==> src/rtl/dmem_arbiter_if.sv <==
// dmem_arbiter_if: request/response and memory-side bus of the data-memory
// arbiter. The slave modport is the arbiter's view; the master modport is
// the environment view (requesters plus D_Mem).
interface dmem_arbiter_if #(
  parameter int ADDR_W  = 14,
  parameter int NUM_REQ = 2
);

  // Requester side
  logic [NUM_REQ-1:0]             ReqValid;
  logic [NUM_REQ-1:0]             ReqReady;
  logic [NUM_REQ-1:0][ADDR_W-1:0] ReqAddr;
  logic [NUM_REQ-1:0][31:0]       ReqData;
  logic [NUM_REQ-1:0][3:0]        ReqByteEn;
  logic [NUM_REQ-1:0]             ReqWrEn;

  // Response side (data and error are shared between requesters)
  logic [NUM_REQ-1:0]             RspValid;
  logic [NUM_REQ-1:0]             RspReady;
  logic [31:0]                    RspData;
  logic                           RspErr;

  // Memory side, wired straight to the D_Mem ports
  logic [ADDR_W-1:0]              DMemAddress;
  logic [31:0]                    DMemData;
  logic [3:0]                     DMemByteEn;
  logic                           DMemWrEn;
  logic                           DMemRdEn;
  logic [31:0]                    DMemRspData;

  modport slave (
    input  ReqValid, ReqAddr, ReqData, ReqByteEn, ReqWrEn,
    input  RspReady,
    input  DMemRspData,
    output ReqReady,
    output RspValid, RspData, RspErr,
    output DMemAddress, DMemData, DMemByteEn, DMemWrEn, DMemRdEn
  );

  modport master (
    output ReqValid, ReqAddr, ReqData, ReqByteEn, ReqWrEn,
    output RspReady,
    output DMemRspData,
    input  ReqReady,
    input  RspValid, RspData, RspErr,
    input  DMemAddress, DMemData, DMemByteEn, DMemWrEn, DMemRdEn
  );

endinterface

==> src/rtl/dmem_arbiter.sv <==
// dmem_arbiter: two-requester round-robin arbiter and sequencer in front of
// the single-port data memory. One request is accepted at a time, the memory
// port is driven for exactly one cycle, and the response is held on a
// valid/ready handshake until the winning requester consumes it.
//
// Optional feature: define DMEM_ARB_BE_CHECK_EN to check byte-enable
// legality and alignment; illegal requests skip the memory access and
// respond with RspErr=1 and RspData=0. Without it RspErr is tied to 0.
module dmem_arbiter #(
  parameter int ADDR_W  = 14,
  parameter int NUM_REQ = 2
) (
  input logic           Clk,
  input logic           Rst,
  dmem_arbiter_if.slave bus
);

  typedef enum logic [1:0] {
    IDLE   = 2'd0,
    ACCESS = 2'd1,
    RESP   = 2'd2
  } state_t;

  state_t             state;
  state_t             state_nxt;

  // Round-robin pointer: id of the requester that wins a tie.
  logic               rr_ptr;

  // Latched request and the id of the requester being served.
  logic               winner;
  logic [ADDR_W-1:0]  lat_addr;
  logic [31:0]        lat_data;
  logic [3:0]         lat_be;
  logic               lat_wr;

  // Held response data.
  logic [31:0]        rsp_data;

  // Arbitration results for the current cycle.
  logic [NUM_REQ-1:0] grant;
  logic               grant_id;
  logic               handshake;

  // Response consumed by the winning requester.
  logic               rsp_ack;

  // Latched request is allowed to touch memory.
  logic               be_ok;

`ifdef DMEM_ARB_BE_CHECK_EN
  logic               rsp_err;

  // Legal byte enables: single byte anywhere, aligned halfword, aligned word.
  always_comb begin
    be_ok = 1'b0;
    unique case (lat_be)
      4'b0001: be_ok = 1'b1;
      4'b0011: be_ok = (lat_addr[0] == 1'b0);
      4'b1111: be_ok = (lat_addr[1:0] == 2'b00);
      default: be_ok = 1'b0;
    endcase
  end

  // Error flag is captured with the access and held through the response.
  always_ff @(posedge Clk or posedge Rst) begin
    if (Rst) begin
      rsp_err <= 1'b0;
    end else if (state == ACCESS) begin
      rsp_err <= ~be_ok;
    end
  end

  assign bus.RspErr = rsp_err;
`else
  assign be_ok      = 1'b1;
  assign bus.RspErr = 1'b0;
`endif

  // Round-robin winner selection; only offered while idle.
  always_comb begin
    grant    = '0;
    grant_id = 1'b0;
    if (state == IDLE) begin
      unique case (bus.ReqValid)
        2'b01: begin
          grant    = 2'b01;
          grant_id = 1'b0;
        end
        2'b10: begin
          grant    = 2'b10;
          grant_id = 1'b1;
        end
        2'b11: begin
          grant    = rr_ptr ? 2'b10 : 2'b01;
          grant_id = rr_ptr;
        end
        default: begin
          grant    = '0;
          grant_id = 1'b0;
        end
      endcase
    end
  end

  assign handshake = |grant;
  assign rsp_ack   = bus.RspReady[winner];

  // State register.
  always_ff @(posedge Clk or posedge Rst) begin
    if (Rst) begin
      state <= IDLE;
    end else begin
      state <= state_nxt;
    end
  end

  // Next-state logic: IDLE -> ACCESS -> RESP -> IDLE.
  always_comb begin
    state_nxt = state;
    unique case (state)
      IDLE:    if (handshake) state_nxt = ACCESS;
      ACCESS:  state_nxt = RESP;
      RESP:    if (rsp_ack) state_nxt = IDLE;
      default: state_nxt = IDLE;
    endcase
  end

  // Latch the winning request and hand priority to the other requester.
  always_ff @(posedge Clk or posedge Rst) begin
    if (Rst) begin
      rr_ptr   <= 1'b0;
      winner   <= 1'b0;
      lat_addr <= '0;
      lat_data <= '0;
      lat_be   <= '0;
      lat_wr   <= 1'b0;
    end else if (handshake) begin
      rr_ptr   <= ~grant_id;
      winner   <= grant_id;
      lat_addr <= bus.ReqAddr[grant_id];
      lat_data <= bus.ReqData[grant_id];
      lat_be   <= bus.ReqByteEn[grant_id];
      lat_wr   <= bus.ReqWrEn[grant_id];
    end
  end

  // Capture read data at the end of the access; writes and rejected
  // requests return zero.
  always_ff @(posedge Clk or posedge Rst) begin
    if (Rst) begin
      rsp_data <= '0;
    end else if (state == ACCESS) begin
      if (lat_wr || !be_ok) begin
        rsp_data <= '0;
      end else begin
        rsp_data <= bus.DMemRspData;
      end
    end
  end

  // Handshake and memory-port outputs; the memory port is quiet outside
  // ACCESS so reset silences it immediately.
  always_comb begin
    bus.ReqReady    = grant;
    bus.RspValid    = '0;
    bus.RspData     = rsp_data;
    bus.DMemAddress = '0;
    bus.DMemData    = '0;
    bus.DMemByteEn  = '0;
    bus.DMemWrEn    = 1'b0;
    bus.DMemRdEn    = 1'b0;
    if (state == ACCESS) begin
      bus.DMemAddress = lat_addr;
      bus.DMemData    = lat_data;
      bus.DMemByteEn  = lat_be;
      bus.DMemWrEn    = lat_wr & be_ok;
      bus.DMemRdEn    = ~lat_wr & be_ok;
    end
    if (state == RESP) begin
      bus.RspValid = winner ? 2'b10 : 2'b01;
    end
  end

endmodule

==> src/flat_wrapper.sv <==
// flat-port wrapper written by rule: the top's interface ports become plain ports
module dmem_arbiter_flat 
#(
  parameter int ADDR_W  = 14,
  parameter int NUM_REQ = 2
)
  (Clk, Rst, bus_ReqValid, bus_ReqAddr, bus_ReqData, bus_ReqByteEn, bus_ReqWrEn, bus_RspReady, bus_DMemRspData, bus_ReqReady, bus_RspValid, bus_RspData, bus_RspErr, bus_DMemAddress, bus_DMemData, bus_DMemByteEn, bus_DMemWrEn, bus_DMemRdEn);
  dmem_arbiter_if #(.ADDR_W(ADDR_W), .NUM_REQ(NUM_REQ)) bus_i ();
  input logic Clk;
  input logic Rst;
  input wire logic [$bits(bus_i.ReqValid)-1:0] bus_ReqValid;
  input wire logic [$bits(bus_i.ReqAddr)-1:0] bus_ReqAddr;
  input wire logic [$bits(bus_i.ReqData)-1:0] bus_ReqData;
  input wire logic [$bits(bus_i.ReqByteEn)-1:0] bus_ReqByteEn;
  input wire logic [$bits(bus_i.ReqWrEn)-1:0] bus_ReqWrEn;
  input wire logic [$bits(bus_i.RspReady)-1:0] bus_RspReady;
  input wire logic [$bits(bus_i.DMemRspData)-1:0] bus_DMemRspData;
  output wire logic [$bits(bus_i.ReqReady)-1:0] bus_ReqReady;
  output wire logic [$bits(bus_i.RspValid)-1:0] bus_RspValid;
  output wire logic [$bits(bus_i.RspData)-1:0] bus_RspData;
  output wire logic [$bits(bus_i.RspErr)-1:0] bus_RspErr;
  output wire logic [$bits(bus_i.DMemAddress)-1:0] bus_DMemAddress;
  output wire logic [$bits(bus_i.DMemData)-1:0] bus_DMemData;
  output wire logic [$bits(bus_i.DMemByteEn)-1:0] bus_DMemByteEn;
  output wire logic [$bits(bus_i.DMemWrEn)-1:0] bus_DMemWrEn;
  output wire logic [$bits(bus_i.DMemRdEn)-1:0] bus_DMemRdEn;
  assign bus_i.ReqValid = bus_ReqValid;
  assign bus_i.ReqAddr = bus_ReqAddr;
  assign bus_i.ReqData = bus_ReqData;
  assign bus_i.ReqByteEn = bus_ReqByteEn;
  assign bus_i.ReqWrEn = bus_ReqWrEn;
  assign bus_i.RspReady = bus_RspReady;
  assign bus_i.DMemRspData = bus_DMemRspData;
  assign bus_ReqReady = bus_i.ReqReady;
  assign bus_RspValid = bus_i.RspValid;
  assign bus_RspData = bus_i.RspData;
  assign bus_RspErr = bus_i.RspErr;
  assign bus_DMemAddress = bus_i.DMemAddress;
  assign bus_DMemData = bus_i.DMemData;
  assign bus_DMemByteEn = bus_i.DMemByteEn;
  assign bus_DMemWrEn = bus_i.DMemWrEn;
  assign bus_DMemRdEn = bus_i.DMemRdEn;
  dmem_arbiter #(.ADDR_W(ADDR_W), .NUM_REQ(NUM_REQ)) u_core (.Clk(Clk), .Rst(Rst), .bus(bus_i));
endmodule
==> config.mk <==
export PLATFORM = sky130hd
export DESIGN_NAME = dmem_arbiter_flat
export DESIGN_NICKNAME = d
export VERILOG_FILES = /design/src/rtl/dmem_arbiter_if.sv /design/src/rtl/dmem_arbiter.sv /design/src/flat_wrapper.sv
export SDC_FILE = /design/constraint.sdc
export NUM_CORES = 1
export LEC_CHECK = 0
export CAP_MARGIN = 10
export CELL_PAD_IN_SITES_DETAIL_PLACEMENT = 0
export CELL_PAD_IN_SITES_GLOBAL_PLACEMENT = 1
export CORE_MARGIN = 1
export CORE_UTILIZATION = 30
export CTS_CLUSTER_DIAMETER = 120
export DETAILED_ROUTE_END_ITERATION = 12
export PLACE_DENSITY_LB_ADDON = 0.2
export SLEW_MARGIN = 15
export SYNTH_ARGS = -nofsm -noshare
export SYNTH_HDL_FRONTEND = slang
export SYNTH_SLANG_ARGS = --single-unit
==> constraint.sdc <==
create_clock -name Clk -period 5.5 [get_ports Clk]
set_input_delay 1.1 -clock Clk [delete_from_list [all_inputs] [get_ports Clk]]
set_output_delay 1.1 -clock Clk [all_outputs]
set_load 0.02 [all_outputs]
**Word-level counts from Yosys, hierarchy flattened**

Index checks and enable logic that the tools add are counted.

- Output and inout port bits: 89
- Word-level logic and storage cells: 48
- Register bits after elaboration: 87
- Input bits: 140

- Muxes and demuxes: 26
- Reduce and logical (&&, ||, !) cells: 3
- Bitwise operators: 2
- Eq/ne operators: 7
- Order comparisons: 2

Operator list:

| kind | number |
|---|---|
| $mux 32 | 4 |
| $mux 14 | 3 |
| $mux 2 | 6 |
| $mux 4 | 3 |
| $pmux 2 s3 | 2 |
| $mux 1 | 7 |
| $eq 2x2->1 const B | 3 |
| $eq 2x1->1 const B | 2 |
| $lt 1x2->1 const B | 2 |
| $ne 2x1->1 const B | 2 |
| $logic_not 2->1 | 1 |
| $not 1->1 | 2 |
| $pmux 1 s2 | 1 |
| $reduce_and 2->1 | 1 |
| $reduce_or 2->1 | 1 |

**Depth between registers and ports, before layout**

Gate-level depths: netlist of run 1.

- Depth after elaboration: 6
- Depth in mapped cells: 5
- Mapped depth without buffers: 3

**Worst setup path after synthesis of run 1**

Ideal clock, no wire load.

- Path kind: input -> output
- Start point: input port bus_ReqValid[1]
- End point: output port bus_ReqReady[1]
- Arrival time: 1.855 ns
- Buffers on the path: 0
- Required time: 4.400 ns
- Slack: 2.545 ns
- Stages on the path: 2
- Cells stage by stage: or3b_2 > nor2_2

- Longest elaborated chain between the ends: 3
- Elaborated cells between the ends (all ways): 5
- Classes of those cells: eq/ne: 3; mux: 2

RTL lines:

| element | line | text |
|---|---|---|
| start: declaration | flat_wrapper.sv:11 | `input wire logic [$bits(bus_i.ReqValid)-1:0] bus_ReqValid;` |
| $eq 2x2->1 / $eq 2x1->1 (equally long branches) | dmem_arbiter.sv:85 | `unique case (bus.ReqValid)` |
| $pmux 2 s3 (*) | dmem_arbiter.sv:85 |  |
| $mux 2 (*) | dmem_arbiter.sv:84 | `if (state == IDLE) begin` |
| end: declaration | flat_wrapper.sv:18 | `output wire logic [$bits(bus_i.ReqReady)-1:0] bus_ReqReady;` |

Every way passes the cells marked *; elsewhere a longest branch is shown, timed or not.

**Final worst setup path of run 1**

Same ends and word-level chain as after synthesis.

==> results of run 1 <==
worst max path at each step:
| stage | to | slack [ps] | cells after the start |
|---|---|---|---|
| 2_1_floorplan | u_core.bus.RspData[0] | 2150 | 1 |
| 3_3_place_gp | bus_ReqReady[1] | 1310 | 4 |
| 3_5_place_dp | bus_ReqReady[1] | 1260 | 4 |
| 4_1_cts | bus_ReqReady[1] | 1240 | 4 |
| 5_1_grt | bus_ReqReady[1] | 1190 | 4 |
| 6_report | bus_ReqReady[1] | 1240 | 4 |
stage by stage:
stage	std cells	total power (W)	setup slack, ps	instance area [sq um]
2_1_floorplan	411	0.00211	2150	4170
3_3_place_gp	785	0.00283	1310	6570
6_report	801	0.00347	1240	6880
5_1_grt	801	0.00370	1190	6880
3_5_place_dp	785	0.00287	1260	6570
4_1_cts	801	0.00352	1240	6880
cell families after synthesis:
logic type	share of synthesized area
other	0.000900
AND/OR/NAND/NOR	0.290
flip-flops	0.523
AO/OA/AOI/OAI	0.133
buffers and inverters	0.0505
multiplexers	0.00270
area by class of cell:
cell class,instances,area [sq um],area share
inverters,9,35.0,0.00509
repair buffers,235,2330,0.339
well taps,176,220,0.0320
clock inverters,5,56.3,0.00819
multi-input cells,278,1800,0.262
flip-flops and latches,87,2180,0.317
clock buffers,11,253,0.0367
state kept, by name, indices dropped and copies added, names as in the netlist:
signal,flops
u_core.bus.RspData,32
u_core.state,2
u_core.winner,1
u_core.lat_wr,1
u_core.lat_addr,14
u_core.lat_data,32
u_core.rr_ptr,1
u_core.lat_be,4
routing by layer:
layer  vias to the layer above  routed length, microns  global-route usage
li1                       1864                       -                   -
met2                       164                    6180               0.305
met4                         0                     170              0.0742
met5                         -                       0                   0
met3                        11                    1150              0.0547
met1                      1884                    5730               0.229
synth_stat cells, drive strengths merged:
cell    instances  area [sq um]
or3b            1          8.76
a221o          45           450
or2             1          6.26
nand2b          3          18.8
inv             9          33.8
conb            1          3.75
dfrtp          87          2180
o311ai          6          52.6
and2           51           319
nor2b           2          12.5
buf            11          78.8
o21ai           9          45.0
nor3b           1          12.5
and3           46           288
nand3           6          30.0
mux2            1          11.3
nand3b         32           240
clkbuf         26          97.6
o22ai           1          6.26
nand2          66           248
nor2            6          25.0
power by group through the flow:
stage	combinational, W	sequential [W]	clock, W
6_report	0.00172	0.00112	0.000629
3_5_place_dp	0.00175	0.00113	0
5_1_grt	0.00186	0.00116	0.000675
2_1_floorplan	0.000940	0.00117	0
4_1_cts	0.00175	0.00112	0.000651
3_3_place_gp	0.00172	0.00112	0
tightest hold or removal path, delay by kind of cell, from the launching register on:
kind	cells	cell delay [ps]
and+or+nand+nor	2	100
DFF	1	340
==> results.sh, run 1 <==
export IMPL_routabilityCongestion=0.748
export IMPL_rows=42
export IMPL_grt_pass1_wl_mm=20.7
export IMPL_slew_headroom=0.383
export IMPL_crit_slowest_cell="clkdlybuf4s50_1"
export IMPL_peakVddDrop_mv=0.167
export IMPL_power_switching_w=0.00132
export IMPL_routed_via_density=4.90
export IMPL_powerDensity_mw_per_mm2=505
export IMPL_cts_sinks=87
export IMPL_min_from="u_core.bus.RspData[28]"
export IMPL_arrival_ps=3160
export IMPL_cts_clk_slew_worst_paths_ps=60
export IMPL_yosysSeqAreaShare=0.523
export IMPL_p_clk_frac=0.181
export IMPL_drive_gt1_frac=0.0512
export IMPL_grt_total_usage=0.186
export IMPL_fin_setup_tns_ps=0
export IMPL_slew_violations=0
export IMPL_die_area_sq_mm=0.0144
export IMPL_power_leakage_nw=3.10
export IMPL_start_util=0.311
export IMPL_finalHoldViolations=0
export IMPL_drt_pass1_iter_count=4
export IMPL_drt_iter0_markers=136
export IMPL_numCtsBuffers=9
export IMPL_end_kind="output pin"
export IMPL_crit_type="in -> out"
export IMPL_worstPathMaxFanout=7
export IMPL_timing_hold_ws_ps=464
export IMPL_period_needed_ps=4260
export IMPL_combPwrFrac=0.496
export IMPL_nets=760
export IMPL_reg2reg_slack_ps=3620
export IMPL_min_path_cells=2
export IMPL_cts_htree_levels=3
export IMPL_hold_path_class="reg -> reg"
export IMPL_rsz0062_at_grt="false"
export IMPL_wl_per_cell_microns=16.5
export IMPL_r2r_start="u_core.state[1]"
export IMPL_syn_area_per_cell_sq_um=10.1
export IMPL_skew_ps=4.84
export IMPL_io_pins=229
export IMPL_ant_nets=0
export IMPL_switching_share=0.381
export IMPL_synth_warnings=0
export IMPL_clockRootBuffer="clkbuf_16"
export IMPL_startpoint="bus_ReqValid[1]"
export IMPL_status="complete, no violations"
export IMPL_ys_types=25
export IMPL_cts_repair_resized=0
export IMPL_syn_area_sq_mm=0.00417
export IMPL_final_cell_mix="clkdlybuf4s50_1, dfrtp_1, nand2_1"
export IMPL_fmax_mhz=235
export IMPL_crit_buf_inv=2
export IMPL_portBuffers=227
export IMPL_postRouteWirelength_mm=13.2
export IMPL_path_cells="clkdlybuf4s50_1 -> or3b_2 -> nor2_2 -> clkdlybuf4s50_1"
export IMPL_fin_util=0.513
export IMPL_reg2reg_depth=4
export IMPL_max_stage_delay_ps=680
export IMPL_cts_tree="built"
export IMPL_routed_via_count=3923
export IMPL_die_x_microns=120
export IMPL_antenna_found_initial=0
export IMPL_post_cts_buffers=0
export IMPL_holdPathEnd="u_core.bus.RspData[28]"
export IMPL_max_slew_worst_pin_slew_ps=922
export IMPL_syn_to_final_growth_pct=65.1
export IMPL_drcViolationCount=0
export IMPL_grt_overflow=0
export IMPL_core_sq_mm=0.0134
export IMPL_grt_pass1_vias=4001
export IMPL_fill_cells=1250
export IMPL_cts_hold_buf=0
export IMPL_grt_max_degree=53
export IMPL_maxCapViolCount=0
export IMPL_crit_top_cell="clkdlybuf4s50_1"
export IMPL_ys_seq_elements=87
export IMPL_synth_cells=411
export IMPL_critPathLaunchType="input port"
export IMPL_cp_data_required_time_ps=4400
export IMPL_die_h_microns=120
export IMPL_final_common_cell="clkdlybuf4s50_1"
export IMPL_clk_path_buf_depth=2
export IMPL_setup_viol=0
export IMPL_worstReg2RegEnd="u_core.lat_data[22]"
export IMPL_dp_final_hpwl_mm=9.06
export IMPL_seqPwrFrac=0.323
export IMPL_synthesis_nets=551
export IMPL_fin_crit_sh=0.775
export IMPL_antennaDiodeCount=0
export IMPL_insertion_delay_ps=340
export IMPL_p_int_w=0.00215
export IMPL_critPathTopFamily="buffers and inverters"
No activity file was read; power rests on OpenSTA's default activity.
==> run 2, diff against run 1 <==
Settings changed: CORE_UTILIZATION 30 to 28.
Clock period 5.5 ns to 4.4 ns, I/O delays scaled along.
==> run 2 against run 1 <==
  * First-iteration DRC count rose by 30%
  * Cell count up 1.1%
  * Routed wire length grew 0.33%
  * Sequential power rose by 24%
  * Largest cell class unchanged
  * Largest power group unchanged
==> results.sh, run 2 (same netlist as run 1, synthesis figures left out) <==
export IMPL_dp_cells=794
export IMPL_drive_gt1_frac=0.0479
export IMPL_cts_sinks=87
export IMPL_powerDensity_mw_per_mm2=638
export IMPL_hold_path_class="reg -> reg"
export IMPL_fin_crit_sh=0.859
export IMPL_end_kind="output pin"
export IMPL_skew_ps=4.36
export IMPL_endpoint="bus_ReqReady[1]"
export IMPL_min_path_cells=2
export IMPL_finalHoldViolations=0
export IMPL_crit_top_cell="clkdlybuf4s50_1"
export IMPL_dp_final_hpwl_mm=9.08
export IMPL_crit_slowest_cell="clkdlybuf4s50_1"
export IMPL_cts_tree="built"
export IMPL_drt_pass1_iter_count=4
export IMPL_critPathLaunchType="input port"
export IMPL_peakVddDrop_mv=0.233
export IMPL_cp_data_required_time_ps=3520
export IMPL_grt_pass1_wl_mm=20.0
export IMPL_syn_to_final_growth_pct=66.3
export IMPL_instances_no_fill=810
export IMPL_cts_hold_buf=0
export IMPL_routed_via_count=3908
export IMPL_antenna_found_initial=0
export IMPL_cts_repair_resized=0
export IMPL_fmax_mhz=265
export IMPL_path_cells="clkdlybuf4s50_1 -> or3b_2 -> nor2_2 -> clkdlybuf4s50_1"
export IMPL_power_leakage_nw=3.12
export IMPL_routabilityCongestion=0.705
export IMPL_die_h_microns=124
export IMPL_die_x_microns=124
export IMPL_portBuffers=227
export IMPL_slew_violations=0
export IMPL_max_stage_delay_ps=670
export IMPL_grt_overflow=0
export IMPL_period_needed_ps=3780
export IMPL_drt_iter0_markers=177
export IMPL_maxCapViolCount=0
export IMPL_rsz0062_at_grt="false"
export IMPL_die_area_sq_mm=0.0154
export IMPL_antennaDiodeCount=0
export IMPL_grt_pass1_vias=3839
export IMPL_ant_nets=0
export IMPL_setup_viol=0
export IMPL_postRouteWirelength_mm=13.3
export IMPL_io_pins=229
export IMPL_start_util=0.287
export IMPL_fin_setup_tns_ps=0
export IMPL_routed_via_density=4.82
export IMPL_r2r_start="u_core.rr_ptr"
export IMPL_drcViolationCount=0
export IMPL_nets=761
export IMPL_cts_htree_levels=3
export IMPL_crit_type="in -> out"
export IMPL_post_cts_buffers=0
export IMPL_startpoint="bus_ReqValid[1]"
export IMPL_reg2reg_depth=4
export IMPL_status="complete, no violations"
export IMPL_insertion_delay_ps=330
export IMPL_worstReg2RegEnd="u_core.lat_addr[11]"
export IMPL_clockRootBuffer="clkbuf_16"
export IMPL_core_sq_mm=0.0145
export IMPL_rows=44
export IMPL_slew_headroom=0.426
export IMPL_final_cell_mix="clkdlybuf4s50_1, dfrtp_1, nand2_1"
export IMPL_reg2reg_slack_ps=2420
export IMPL_max_slew_worst_pin_slew_ps=862
export IMPL_clk_path_buf_depth=2
export IMPL_numCtsBuffers=9
export IMPL_cts_clk_slew_worst_paths_ps=60
export IMPL_wl_per_cell_microns=16.4
export IMPL_final_common_cell="clkdlybuf4s50_1"
export IMPL_arrival_ps=2900
export IMPL_grt_max_degree=47
export IMPL_worstPathMaxFanout=7
export IMPL_grt_total_usage=0.171
==> run 2: cell count changes in the layout (fill, tap and decap cells not counted), sizes merged <==
| cell | change |
|---|---|
| bufinv | +2 |
| buf | +1 |
| clkinvlp | -1 |
| clkinv | -3 |
| clkbuf | +2 |
==> run 2: worst min path at each step <==
stage / from / to / slack, ps
final: u_core.bus.RspData[30] / u_core.bus.RspData[30] / 460
after global routing: u_core.bus.RspData[2] / u_core.bus.RspData[2] / 480
after CTS: u_core.bus.RspData[30] / u_core.bus.RspData[30] / 470
after detailed placement: u_core.bus.RspData[30] / u_core.bus.RspData[30] / 460
after global placement: u_core.bus.RspData[20] / u_core.bus.RspData[20] / 450
after floorplan: u_core.lat_addr[10] / u_core.lat_addr[10] / 470
==> run 2: critical path, delay by kind of cell <==
family | cells | cell delay (ps)
simple gates | 2 | 770
buf+inv | 2 | 1260
==> run 2: power breakdown <==
| group | internal (W) | leakage, nW | switching, W |
|---|---|---|---|
| Combinational | 0.00105 | 1.86 | 0.00110 |
| Sequential | 0.00116 | 1.09 | 0.000228 |
| Clock | 0.000572 | 0.164 | 0.000308 |
==> run 2: metrics by stage <==
stage	instance area, sq um	worst slack [ps]	hold WS, ps	total power, W	utilization
6_report	6930	620	462	0.00442	0.477
5_1_grt	6930	571	480	0.00472	0.477
4_1_cts	6930	622	469	0.00448	0.477
3_5_place_dp	6590	622	456	0.00358	0.453
3_3_place_gp	6590	652	449	0.00355	0.453
2_1_floorplan	4170	1270	471	0.00263	-
==> run 2: cell type report <==
cell class / instances / area (sq um)
Clock inverter: 3 / 90.1
Timing Repair Buffer: 236 / 2340
Inverter: 9 / 35.0
Fill cell: 1401 / 7610
Multi-Input combinational cell: 278 / 1800
Sequential cell: 87 / 2180
Tap cell: 184 / 230
Clock buffer: 13 / 250
==> run 2: layer usage <==
layer / track usage / up-vias / part of all wire
li1: - / 1877 / -
met1: 0.219 / 1859 / 0.44
met2: 0.269 / 159 / 0.46
met3: 0.0536 / 13 / 0.091
met4: 0.0662 / 0 / 0.016
met5: 0 / - / 0
==> run 3, diff against run 2 <==
Settings changed: CORE_MARGIN 1 to 4, PLACE_DENSITY set to 0.78, PLACE_DENSITY_LB_ADDON 0.2 to not set.
==> run 3 against run 2 <==
  * Critical path depth unchanged
  * Clock skew hardly changed
  * Via count grew 0.56%
  * Sequential cell count stayed put
  * Die area up 9.9%
  * First-iteration DRC count rose by 23%
  * Sequential share of layout area grew 0.11 points
==> results.sh, run 3 (same netlist as run 1, synthesis figures left out) <==
export IMPL_crit_type="in -> out"
export IMPL_antennaDiodeCount=0
export IMPL_cts_tree="built"
export IMPL_setup_viol=0
export IMPL_numCtsBuffers=9
export IMPL_clk_path_buf_depth=2
export IMPL_status="complete, no violations"
export IMPL_start_util=0.287
export IMPL_fin_setup_tns_ps=0
export IMPL_cts_repair_resized=0
export IMPL_nets=758
export IMPL_dp_final_hpwl_mm=9.82
export IMPL_max_stage_delay_ps=670
export IMPL_crit_slowest_cell="clkdlybuf4s50_1"
export IMPL_final_common_cell="clkdlybuf4s50_1"
export IMPL_switching_share=0.381
export IMPL_combPwrFrac=0.494
export IMPL_die_h_microns=130
export IMPL_grt_total_usage=0.164
export IMPL_ant_nets=0
export IMPL_cts_clk_slew_worst_paths_ps=70
export IMPL_cts_sinks=87
export IMPL_peakVddDrop_mv=0.214
export IMPL_io_pins=229
export IMPL_hold_path_class="reg -> reg"
export IMPL_grt_max_degree=88
export IMPL_crit_top_cell="clkdlybuf4s50_1"
export IMPL_routed_via_count=3930
export IMPL_drt_iter0_markers=218
export IMPL_clockRootBuffer="clkbuf_16"
export IMPL_drcViolationCount=0
export IMPL_power_switching_w=0.00167
export IMPL_core_sq_mm=0.0145
export IMPL_insertion_delay_ps=340
export IMPL_max_slew_worst_pin_slew_ps=919
export IMPL_cp_data_required_time_ps=3520
export IMPL_maxCapViolCount=0
export IMPL_post_cts_buffers=0
export IMPL_fin_crit_sh=0.858
export IMPL_skew_ps=4.45
export IMPL_final_cell_mix="clkdlybuf4s50_1, dfrtp_1, nand2_1"
export IMPL_reg2reg_slack_ps=2370
export IMPL_slew_headroom=0.385
export IMPL_critPathTopFamily="buffers and inverters"
export IMPL_drive_gt1_frac=0.0482
export IMPL_wl_per_cell_microns=17.5
export IMPL_grt_pass1_vias=4247
export IMPL_routabilityCongestion=0.762
export IMPL_arrival_ps=2890
export IMPL_period_needed_ps=3770
export IMPL_p_total_w=0.00440
export IMPL_critPathLaunchType="input port"
export IMPL_worstPathMaxFanout=7
export IMPL_die_area_sq_mm=0.0169
export IMPL_drt_pass1_iter_count=6
export IMPL_crit_buf_inv=2
export IMPL_power_leakage_nw=3.08
export IMPL_die_x_microns=130
export IMPL_seqPwrFrac=0.318
export IMPL_fmax_mhz=265
export IMPL_syn_to_final_growth_pct=65.7
export IMPL_path_cells="clkdlybuf4s50_1 -> or3b_2 -> nor2_2 -> clkdlybuf4s50_1"
export IMPL_powerDensity_mw_per_mm2=637
export IMPL_cts_hold_buf=0
export IMPL_p_clk_frac=0.188
export IMPL_rsz0062_at_grt="false"
export IMPL_cts_htree_levels=3
export IMPL_routed_via_density=4.87
export IMPL_grt_overflow=0
export IMPL_rows=44
export IMPL_finalHoldViolations=0
export IMPL_postRouteWirelength_mm=14.1
export IMPL_p_int_w=0.00272
export IMPL_portBuffers=227
export IMPL_end_kind="output pin"
export IMPL_grt_pass1_wl_mm=21.9
export IMPL_antenna_found_initial=1
export IMPL_slew_violations=0
==> run 3: per-stage QoR <==
stage	hold WS [ps]	instance area (sq um)	setup WS (ps)	util	instances
CTS	473	6900	636	0.475	807
finish	468	6900	626	0.475	807
global placement	449	6580	670	0.453	791
global route	493	6900	536	0.475	807
detailed placement	460	6580	640	0.453	791
floorplan	471	4170	1270	-	411
==> run 3: power groups by stage <==
stage	sequential (W)	clock, W	combinational, W
3_3_place_gp	0.00140	0	0.00216
5_1_grt	0.00145	0.000878	0.00235
3_5_place_dp	0.00141	0	0.00220
2_1_floorplan	0.00146	0	0.00118
6_report	0.00140	0.000828	0.00217
4_1_cts	0.00140	0.000851	0.00221
==> run 3: final timing paths <==
| check | from | endpoint | cells after the start |
|---|---|---|---|
| max reg2reg | u_core.state[1] | u_core.lat_data[24] | 4 |
| max | bus_ReqValid[1] | bus_ReqReady[1] | 4 |
| min reg2reg | u_core.bus.RspData[5] | u_core.bus.RspData[5] | 2 |
| min in group asynchronous | Rst | u_core.lat_data[28] | 2 |
| max in group asynchronous | Rst | u_core.state[0] | 2 |
| min | u_core.bus.RspData[5] | u_core.bus.RspData[5] | 2 |
==> run 3: layer usage <==
metal | GRT usage | vias up | routed length [microns]
met1 | 0.204 | 1875 | 6080
met3 | 0.0479 | 27 | 1100
li1 | - | 1867 | -
met2 | 0.270 | 159 | 6590
met5 | 0 | - | 13
met4 | 0.0623 | 2 | 316
==> run 3: final cells by class <==
cell class	count	area (sq um)
Fill cell	1390	7630
Timing Repair Buffer	233	2330
Sequential cell	87	2180
Multi-Input combinational cell	278	1800
Tap cell	184	230
Clock buffer	9	225
Clock inverter	7	97.6
Inverter	9	38.8
==> run 3: worst min-delay path: cells and delay by family, from the launching register on <==
kind,cells,cell delay (ps)
flops,1,340
simple gates,2,100
